**src/rtl/ivl_ovl_pkg.sv**
```systemverilog
// ivl_ovl_pkg: shared state type, fire bit positions and X/Z helper for the OVL monitors
package ivl_ovl_pkg;

    typedef enum logic {IDLE, WINDOW} win_state_e;

    localparam int FIRE_CHG    = 0;
    localparam int FIRE_XEXPR  = 1;
    localparam int FIRE_XSTART = 2;
    localparam int FIRE_XEND   = 3;

    // True when a (reduced) bit is neither 0 nor 1; never true in a two-state simulator
    function automatic logic is_xz(input logic b);
        return (b !== 1'b0) && (b !== 1'b1);
    endfunction

endpackage

```
**src/rtl/ivl_ovl_sat_counter.sv**
```systemverilog
// ivl_ovl_sat_counter: event counter that sticks at all-ones instead of wrapping
module ivl_ovl_sat_counter #(
    parameter int CNT_W = 8
) (
    input  logic             clock,
    input  logic             reset,
    input  logic             inc,
    output logic [CNT_W-1:0] count
);

    logic [CNT_W-1:0] count_d, count_q;

    // Next count: step only while below the saturation value
    always_comb count_d = (inc && count_q != '1) ? count_q + {{(CNT_W-1){1'b0}}, 1'b1} : count_q;

    // Count register, cleared by the active-low reset
    always_ff @(posedge clock) count_q <= !reset ? '0 : count_d;

    assign count = count_q;

endmodule

```
**src/rtl/ivl_ovl_win_unchange_mon.sv**
```systemverilog
// ivl_ovl_win_unchange_mon: tracks start/end windows and flags test_expr changes and X/Z inputs
module ivl_ovl_win_unchange_mon
    import ivl_ovl_pkg::*;
#(
    parameter int WIDTH = 4,
    parameter int CNT_W = 8
) (
    input  logic             clock,
    input  logic             reset,
    input  logic             enable,
    input  logic [WIDTH-1:0] test_expr,
    input  logic             start_event,
    input  logic             end_event,
    output logic [3:0]       fire,
    output logic             window_open,
    output logic [WIDTH-1:0] ref_value,
    output logic [CNT_W-1:0] viol_count,
    output logic [CNT_W-1:0] win_count
);

    win_state_e       state_d, state_q;
    logic [3:0]       fire_raw, fire_d, fire_q;
    logic [WIDTH-1:0] ref_d, ref_q;
    logic             end_acc;

    // Next-state, reference tracking and fire decode; enable only masks reporting
    always_comb begin
        state_d  = state_q;
        ref_d    = ref_q;
        fire_raw = '0;
        end_acc  = 1'b0;
        if (state_q == IDLE) begin
            if (is_xz(start_event)) begin
                fire_raw[FIRE_XSTART] = 1'b1;
            end else if (start_event) begin
                ref_d   = test_expr;
                state_d = WINDOW;
            end
        end else begin
            if (is_xz(^test_expr)) begin
                fire_raw[FIRE_XEXPR] = 1'b1;
            end else if (test_expr != ref_q) begin
                fire_raw[FIRE_CHG] = 1'b1;
                ref_d              = test_expr;
            end
            if (is_xz(end_event)) begin
                fire_raw[FIRE_XEND] = 1'b1;
            end else if (end_event) begin
                state_d = IDLE;
                end_acc = 1'b1;
            end
        end
        fire_d = enable ? fire_raw : '0;
    end

    // FSM, reference value and registered fire pulses
    always_ff @(posedge clock) begin
        if (!reset) begin
            state_q <= IDLE;
            fire_q  <= '0;
            ref_q   <= '0;
        end else begin
            state_q <= state_d;
            fire_q  <= fire_d;
            ref_q   <= ref_d;
        end
    end

    ivl_ovl_sat_counter #(.CNT_W(CNT_W)) u_viol (
        .clock(clock),
        .reset(reset),
        .inc  (|fire_d),
        .count(viol_count)
    );

    ivl_ovl_sat_counter #(.CNT_W(CNT_W)) u_win (
        .clock(clock),
        .reset(reset),
        .inc  (end_acc && enable),
        .count(win_count)
    );

    assign fire        = fire_q;
    assign window_open = (state_q == WINDOW);
    assign ref_value   = ref_q;

endmodule

```
**config.mk**
```make
export PLATFORM = sky130hd
export DESIGN_NAME = ivl_ovl_win_unchange_mon
export DESIGN_NICKNAME = d
export VERILOG_FILES = /design/src/rtl/ivl_ovl_pkg.sv /design/src/rtl/ivl_ovl_sat_counter.sv /design/src/rtl/ivl_ovl_win_unchange_mon.sv
export SDC_FILE = /design/constraint.sdc
export NUM_CORES = 1
export LEC_CHECK = 0
export ABC_AREA = 1
export CORE_UTILIZATION = 50
export CTS_BUF_LIST = sky130_fd_sc_hd__clkbuf_4 sky130_fd_sc_hd__clkbuf_8
export DETAILED_ROUTE_END_ITERATION = 6
export PLACE_DENSITY_LB_ADDON = 0.3
export SYNTH_ARGS = -nofsm -noshare
export SYNTH_HDL_FRONTEND = slang
export SYNTH_HIERARCHICAL = 1
export SYNTH_SLANG_ARGS = --single-unit
export TNS_END_PERCENT = 30
```
**constraint.sdc**
```tcl
create_clock -name clock -period 1.8 [get_ports clock]
set_clock_uncertainty 0.05 [all_clocks]
set_input_delay 0.36 -clock clock [delete_from_list [all_inputs] [get_ports clock]]
set_output_delay 0.36 -clock clock [all_outputs]
set_load 0.02 [all_outputs]
```
==> out/results.ini, run 1 <==
[status]
status=complete, no violations

[pwr]
p_int_mw=0.810
clkPwrFrac=0.352
p_sw_frac=0.250
leakagePower_nw=0.929
seqPwrFrac=0.480
p_switching_mw=0.270
pwr-share-comb=0.168
pwr_density_cell_nw_per_um2=623
vdd_drop_max_mv=0.463

[critical_path]
slowest_stage=clkdlybuf4s50_1
ff2ff_path_depth=12
rrSetupSlack_ns=0.28
worst-setup-path-type=register to output port
cp_data_arrival_time_ns=1.32
path_delay_family=buffers and inverters
cp.required_ns=1.39
crit_path_end_kind=output port
crit_fanout=4
r2r-start=ref_value[1]
reg2reg_to=u_viol/count[4]
slowest_delay_ns=0.62
path_buf_inv=1
cp_cell_sequence=clkdlybuf4s50_1
start_kind=register

[run]
drv_cap=0

[logic_synthesis]
synth_area_leaders=dfxtp_1, nand2_1, nor2_1, inv_1, nand3_1
ys_seq_elements=22
yosysTopAreaCell=dfxtp_1
synth_top_area_share=0.325
yosys_warnings=6
synth-xor-area-share=0
syn_area_um2=1350
synthAdderAreaFrac=0.0185
yosysUniqueCellTypes=19
synth-simple-area-share=0.449
synth.avg_cell_area_um2=6.30
synth_compound_area_frac=0.0481
synth_cells=215
ys_seq_area_frac=0.325
synth_top_family_by_area=simple AND/OR/NAND/NOR gates
synthMuxAreaShare=0

[final_layout]
num_antenna_cells=0
final_cell_count_no_fill=281
drive_gt1_frac=0.112
layout_common_cells=nand2_1, nor2_1, inv_1
fillers=214
multi_input_area_um2=723
layout_commonest_cell=nand2_1
final_nets=263
seq_area_um2=440
area_growth_pct=28.0

[sta]
timing.fmax_mhz=578
hold_violations=0
min_period_over_period=0.961
worst_hold_slack_ns=0.448
final_period_minus_worst_setup_slack_ns=1.73
maxSlewViolCount=0
setup_viol=0

[global_route]
gr-total-overflow=0
first_global_vias=1126
antenna_found_initial=0
grt_first_pass_wirelength_um=4510
grt_use_total=0.209
grt_max_degree=17

[drt]
drcViolationCount=0
ant_nets=0
drtIter0Drc=40
wirelength_um=2860
vias=1366
post_drt_wl_per_cell_um=10.2
viasPerCell=4.86
firstDrtPassIters=4

[floorplan]
initial_core_util=0.537
die_w_um=54.0
fp.dieH_um=54.0
top_level_ports=34
dieArea_um2=2920
num_rows=18
coreArea_um2=2520

[min_path]
hp-class=register to register
holdPathEnd=u_viol/count[6]
worst_hold_startpoint=u_viol/count[6]
holdPathStages=2

[clocking]
cts_buffers=3
clock_path_buffers=2
cts-root-buf=clkbuf_4
cts.sinks=22
clock_latency_ns=0.31
postCtsHoldBufs=0
htree_num_levels=1
cts_tree=yes
clkTransAtPathRegs_ns=0.13

[place]
dp_hpwl_um=1960
place_congestion=0.720
placed_cells=275
io_buffers=30

## worst register-to-register path: stages, from the launching register on
cell     delay [ns]
dfxtp_1        0.34
inv_1          0.07
nand2_1        0.05
nand2_1        0.06
nor2_1         0.05
nand2_1        0.07
nand2_2        0.09
nor2_4         0.21
nand2_1        0.08
nor2_1         0.13
nand3_1        0.10
nand2_1        0.09
nor2_1         0.04
## Yosys cell counts
master / n
nand2_1: 58
nor2_1: 42
inv_1: 29
dfxtp_1: 22
nand3_1: 21
a21oi_1: 10
nand2_2: 4
nand3_2: 4
nand3b_1: 4
nor2_2: 4
buf_4: 3
a21o_1: 2
buf_12: 2
buf_2: 2
buf_6: 2
ha_1: 2
inv_2: 2
conb_1: 1
nor3b_1: 1
## layout make-up
class | instances | share of cell area
multi-input combinational | 156 | 0.417
sequential | 22 | 0.254
timing repair buffer | 38 | 0.209
inverter | 31 | 0.0671
tap | 30 | 0.0217
clock inverter | 1 | 0.0173
clock buffer | 3 | 0.0130
## power by group through the flow
stage | combinational, mW | sequential, mW | clock, mW
floorplan | 0.0946 | 0.548 | 0
global placement | 0.174 | 0.530 | 0
detailed placement | 0.176 | 0.530 | 0
CTS | 0.175 | 0.519 | 0.391
global route | 0.204 | 0.522 | 0.414
finish | 0.181 | 0.519 | 0.380
## layer usage
metal,GRT usage,share of wire
met5,0,0
met4,0.0641,0.0066
met3,0.0254,0.037
met2,0.356,0.46
met1,0.272,0.49
## worst max path at each step
stage                     slack [ns]               to  depth (start not counted)            from
after floorplan                 0.18  u_viol/count[3]                         12    ref_value[2]
after CTS                      0.001  u_viol/count[3]                         12    test_expr[1]
after global placement         -0.43  u_viol/count[3]                         12    test_expr[1]
after global routing           -0.03  u_viol/count[4]                         13    test_expr[2]
final                           0.07     win_count[7]                          1  u_win/count[7]
after detailed placement       -0.51  u_viol/count[4]                         12    test_expr[1]
## repair_timing
item | 4_1_cts | 5_1_grt
gates resized for setup | 9 | 6
setup endpoints to repair | 15 | 10
cloned | 0 | 1
pin swaps | 0 | 1
setup buffers | 0 | 1
## state kept, by name (all words and copies together) (netlist names)
name / cells
fire: 1
ref_value: 4
u_viol/count: 8
u_win/count: 8
window_open: 1
## through the flow
| step | power (mW) | setup WS [ns] | util | setup TNS (ns) | area (um2) |
|---|---|---|---|---|---|
| after floorplan | 0.643 | 0.184 | - | 0 | 1360 |
| after global placement | 0.705 | -0.434 | 0.657 | -2.95 | 1660 |
| after detailed placement | 0.706 | -0.513 | 0.657 | -3.40 | 1660 |
| after CTS | 1.08 | 0.00104 | 0.675 | 0 | 1700 |
| after global routing | 1.14 | -0.0310 | 0.687 | -0.0310 | 1730 |
| final | 1.08 | 0.0704 | 0.687 | 0 | 1730 |
## cells by family after synthesis
logic type               count (synthesis)
adder cells (fa/ha/maj)                  2
other                                    1
flip-flops                              22
buffers and inverters                   40
AND/OR/NAND/NOR                        138
AO/OA/AOI/OAI                           12
Power figures use the tool's default switching activity.
==> run 2, diff against run 1 <==
- CORE_UTILIZATION: 50 -> 49
- SYNTH_HIERARCHICAL: 1 -> unset
==> out/results.ini, run 2 <==
[status]
status=complete, no violations

[logic_synthesis]
synth_top_area_share=0.371  ; +0.0452
ys_seq_area_frac=0.371  ; +0.0452
synth_top_family_by_area=simple AND/OR/NAND/NOR gates
synth_most_common_cell=nand2_1
synth-simple-area-share=0.384  ; -0.0650
syn_area_um2=1190  ; -12%
yosysTopAreaCell=dfxtp_1
async_flop_share=0  ; unchanged
synth_top_flop_cell=dfxtp_1
synth_cells=189  ; -12%
synth_area_leaders=dfxtp_1, nand2_1, nor2_1, inv_1, o21ai_0
yosys_warnings=0  ; -6
synth_compound_area_frac=0.0779  ; +0.0298
yosysUniqueCellTypes=20  ; +1
synthAdderAreaFrac=0.0211  ; +0.00257
synth-xor-area-share=0.00737  ; +0.00737
synth_common_cells=nand2_1, nor2_1, inv_1
synth.avg_cell_area_um2=6.29  ; -0.12%
synth_edf_count=0  ; unchanged
synthMuxAreaShare=0  ; unchanged
ys_seq_elements=22  ; unchanged

[clocking]
htree_num_levels=1  ; unchanged
cts.sinks=22  ; unchanged
clkTransAtPathRegs_ns=0.12  ; about the same
cts_tree=yes
post_cts_buffers=0  ; unchanged
clock_latency_ns=0.31  ; about the same
clock_path_buffers=2  ; unchanged
cts_buffers=3  ; unchanged
cts-root-buf=clkbuf_4

[final_layout]
drive_gt1_frac=0.0717  ; -0.0398
area_growth_pct=33.1
layout_common_cells=nand2_1, nor2_1, inv_1
utilization=0.701  ; +0.0144
final_area_um2=1580  ; -8.7%
fillers=198  ; -7.5%
final_nets=235  ; -11%
num_antenna_cells=0  ; unchanged
layout_commonest_cell=nand2_1

[drt]
post_drt_wl_per_cell_um=10.5  ; +3.2%
drtIter0Drc=21  ; -48%
vias=1222  ; -11%
viasPerCell=4.87  ; +0.15%
firstDrtPassIters=4  ; unchanged
wirelength_um=2640  ; -7.8%
ant_nets=0  ; unchanged
drcViolationCount=0  ; unchanged

[critical_path]
slowest_stage=clkdlybuf4s50_1
start_kind=register
cp.depth=1  ; unchanged
path_buf_inv=1  ; unchanged
worst-setup-path-type=register to output port
ff2ff_path_depth=8  ; -4
slowest_delay_ns=0.62  ; about the same
crit_path_end_kind=output port
path_delay_family=buffers and inverters
crit_fanout=4  ; unchanged
cp.required_ns=1.39  ; about the same
cp_data_arrival_time_ns=1.32  ; about the same
cp_cell_sequence=clkdlybuf4s50_1

[sta]
setup_viol=0  ; unchanged
min_period_over_period=0.961  ; about the same
final_period_minus_worst_setup_slack_ns=1.73  ; +0.000736 ns
rsz0062_at_grt=no
worst-slew-pin-transition_ns=0.584
hold_violations=0  ; unchanged
slew_headroom=0.609
maxSlewViolCount=0  ; unchanged
timing.fmax_mhz=578  ; about the same

[global_route]
grt_use_total=0.222  ; +0.0136
grt_max_degree=17  ; unchanged
grt.busiest_layer=met2
gr-total-overflow=0  ; unchanged
use_met3=0.0357  ; +0.0103
met2_usage=0.417  ; +0.0607
use_met1=0.250  ; -0.0224
antenna_found_initial=0  ; unchanged
first_global_vias=1112  ; -1.2%
grt_first_pass_wirelength_um=4410  ; -2.1%

[place]
place_area_um2=1510  ; -8.7%
dp_hpwl_um=1960  ; -0.20%
place_congestion=0.896  ; +24%
io_buffers=30  ; unchanged

[floorplan]
coreArea_um2=2250  ; -11%
fp.dieH_um=51.3  ; -5.2%
dieArea_um2=2630  ; -10%
top_level_ports=34  ; unchanged
num_rows=17  ; -1
initial_core_util=0.527  ; -0.00951
die_w_um=51.3  ; -5.2%

[pwr]
vdd_drop_max_mv=0.535  ; +16%
leakagePower_nw=0.896  ; -3.5%
pwr_density_cell_nw_per_um2=610  ; -2.2%

[min_path]
hp-class=register to register
holdPathStages=2  ; unchanged

[run]
drv_cap=0  ; unchanged

## run 2: cell types whose count changed after synthesis, moves of 3 or more
cell / delta
nand3_1: -14
o21ai_0: +10
nand2_1: -7
nand4_1: +7
a21oi_1: -5
inv_1: -4
nand3_2: -4
nand3b_1: -4
nand2_2: -3
nor2_1: -3
nor2_2: -3
nor3_1: +3
## run 2: worst reg2reg max path, stage by stage (launching register included)
cell and delay, ns:
dfxtp_1 0.42, ha_1 0.19, nand2_1 0.06, inv_1 0.12, nand3_1 0.17, nand4_1 0.26
nand2_1 0.09, nand2_1 0.06, nor2_1 0.03
## run 2: routing by layer
layer  share of wire  vias up
li1                -      641
met1            0.45      554
met2            0.50       22
met3           0.028        5
met4           0.014        0
met5               0        -
## run 2: repair_timing
action / 4_1_cts / 5_1_grt
hold endpoints to repair: 0 / 0
resized for setup: 0 / 13
hold buffers: 0 / 0
endpoints found under the setup margin: 0 / 13
## run 2: final cells by class
type	instances	area, um2	area share
clock buffers	4	36.3	0.0229
inverters	28	105	0.0665
multi-input cells	134	594	0.376
flip-flops and latches	22	440	0.278
well taps	28	35.0	0.0222
repair buffers	35	370	0.234
## run 2: stage by stage
step	setup slack [ns]	power [mW]	setup TNS [ns]	hold WS (ns)	cells
after global placement	-0.0394	0.697	-0.0759	0.421	247
final	0.0696	0.964	0	0.447	251
after floorplan	0.202	0.634	0	0.445	191
after detailed placement	-0.0818	0.702	-0.382	0.433	247
after global routing	0.00249	1.02	0	0.479	251
after CTS	0.00528	0.968	0	0.451	251
## run 2: cells by family (layout without fill, tap and decap cells)
family                     after synthesis  in the layout
AOI/OAI and AO/OA                       17             17
other                                    1              3
xor gates and xnor gates                 1              1
buffers and inverters                   35             67
adders and majority gates                2              2
and+or+nand+nor                        111            111
DFF                                     22             22
## run 2: worst paths after layout
| kind | end | from | slack, ns |
|---|---|---|---|
| setup / recovery | ref_value[0] | ref_value[0] | 0.07 |
| hold / removal | u_win.count[4] | u_win.count[4] | 0.45 |
| setup reg to reg | u_viol.count[0] | u_viol.count[1] | 0.26 |
| hold reg to reg | u_win.count[4] | u_win.count[4] | 0.45 |
## run 2: power breakdown
group          leakage [nW]  total, mW  internal [mW]  switching [mW]
clock network        0.0210      0.274          0.124           0.150
logic                 0.696      0.169         0.0742          0.0943
registers             0.179      0.522          0.504          0.0177
total                 0.896      0.964          0.702           0.262
==> run 3, diff against run 2 <==
- PLACE_DENSITY: unset -> 0.91
- PLACE_DENSITY_LB_ADDON: 0.3 -> unset
==> out/results.ini, run 3 (synthesis gave the netlist of run 2 again) <==
[status]
status=complete, no violations

[clocking]
cts-root-buf=clkbuf_4
cts_buffers=3  ; unchanged
postCtsHoldBufs=0  ; unchanged
clkTransAtPathRegs_ns=0.12  ; about the same
clock_latency_ns=0.31  ; about the same
htree_num_levels=1  ; unchanged
cts.sinks=22  ; unchanged
clock_path_buffers=2  ; unchanged
cts_tree=yes

[drt]
drtIter0Drc=18  ; -14%
viasPerCell=4.84  ; -0.59%
wirelength_um=2410  ; -8.7%
drcViolationCount=0  ; unchanged
vias=1210  ; -0.98%
ant_nets=0  ; unchanged
post_drt_wl_per_cell_um=9.63  ; -8.3%
firstDrtPassIters=4  ; unchanged

[min_path]
hp-class=register to register

[sta]
finalSetupTns_ns=0  ; unchanged
maxSlewViolCount=0  ; unchanged
timing.fmax_mhz=575  ; -0.51%
min_period_over_period=0.966  ; +0.00494
setup_viol=0  ; unchanged
hold_violations=0  ; unchanged
rsz0062_at_grt=no
final_period_minus_worst_setup_slack_ns=1.74  ; +0.00889 ns
postLayoutSetupSlackWorst_ns=0.0607  ; -0.00889 ns

[critical_path]
path_delay_family=buffers and inverters
slowest_delay_ns=0.62  ; about the same
crit_fanout=4  ; unchanged
cp.required_ns=1.39  ; about the same
slowest_stage=clkdlybuf4s50_1
start_kind=register
cp_data_arrival_time_ns=1.33  ; about the same
crit_path_end_kind=output port
cp_cell_sequence=clkdlybuf4s50_1
path_buf_inv=1  ; unchanged
worst-setup-path-type=register to output port

[global_route]
grt_use_total=0.210  ; -0.0121
gr-total-overflow=0  ; unchanged
grt_max_degree=20  ; +3
first_global_vias=1089  ; -2.1%
antenna_found_initial=0  ; unchanged
grt_first_pass_wirelength_um=4190  ; -5.0%

[place]
io_buffers=30  ; unchanged
dp_hpwl_um=1790  ; -8.6%
pre_cts_ws_ns=-0.0398  ; +0.0420 ns
place_congestion=0.812  ; -9.3%

[floorplan]
dieArea_um2=2630  ; unchanged
num_rows=17  ; unchanged
coreArea_um2=2250  ; unchanged
fp.dieH_um=51.3  ; unchanged
top_level_ports=34  ; unchanged
initial_core_util=0.527  ; unchanged
die_w_um=51.3  ; unchanged

[pwr]
pwr_density_cell_nw_per_um2=612  ; +0.40%
leakagePower_nw=0.869  ; -3.1%
vdd_drop_max_mv=0.638  ; +19%

[final_layout]
drive_gt1_frac=0.0676  ; -0.00418
area_growth_pct=31.7
layout_common_cells=nand2_1, nor2_1, inv_1
num_antenna_cells=0  ; unchanged
layout_commonest_cell=nand2_1
final_nets=234  ; -0.43%

[run]
drv_cap=0  ; unchanged

run 3: cell count changes in the layout (fill, tap and decap cells not counted), sizes merged:
cell and change:
clkdlybuf4s50 -1, dlymetal6s2s -2, buf -1, dlygate4sd2 +3
run 3: power breakdown:
| group | switching, mW | internal (mW) | total [mW] | leakage [nW] |
|---|---|---|---|---|
| logic | 0.0930 | 0.0720 | 0.165 | 0.669 |
| registers | 0.0173 | 0.504 | 0.522 | 0.179 |
| clock network | 0.148 | 0.124 | 0.271 | 0.0210 |
run 3: layout make-up:
class	count	area (um2)
Timing Repair Buffer	34	354
Fill cell	205	689
Clock buffer	4	36.3
Sequential cell	22	440
Inverter	28	105
Tap cell	28	35.0
Multi-Input combinational cell	134	594
run 3: metal layers:
layer,vias to the layer above,part of all wire,global-route usage
li1,646,-,-
met1,536,0.46,0.214
met2,26,0.49,0.406
met3,2,0.045,0.0714
met4,0,0.0033,0.0495
met5,-,0,0
run 3: final timing paths:
path | start | end | slack [ns] | cells past startpoint
setup / recovery | ref_value[2] | ref_value[2] | 0.06 | 1
hold / removal | u_win.count[4] | u_win.count[4] | 0.45 | 2
setup reg to reg | u_viol.count[0] | u_viol.count[1] | 0.25 | 8
hold reg to reg | u_win.count[4] | u_win.count[4] | 0.45 | 2
run 3: metrics by stage:
step                      power (mW)  cells   util  hold slack (ns)  instance area [um2]
after global routing            1.02    250  0.694            0.487                 1570
after global placement         0.697    246  0.668            0.422                 1510
final                          0.958    250  0.694            0.448                 1570
after floorplan                0.634    191      -            0.445                 1200
after detailed placement       0.700    246  0.668            0.430                 1510
after CTS                      0.972    250  0.682            0.448                 1540
run 3: timing repair:
item,4_1_cts,5_1_grt
pin swaps,0,0
hold endpoints to repair,0,0
setup endpoints to repair,3,11
gates resized for setup,3,11
buffers inserted,0,0
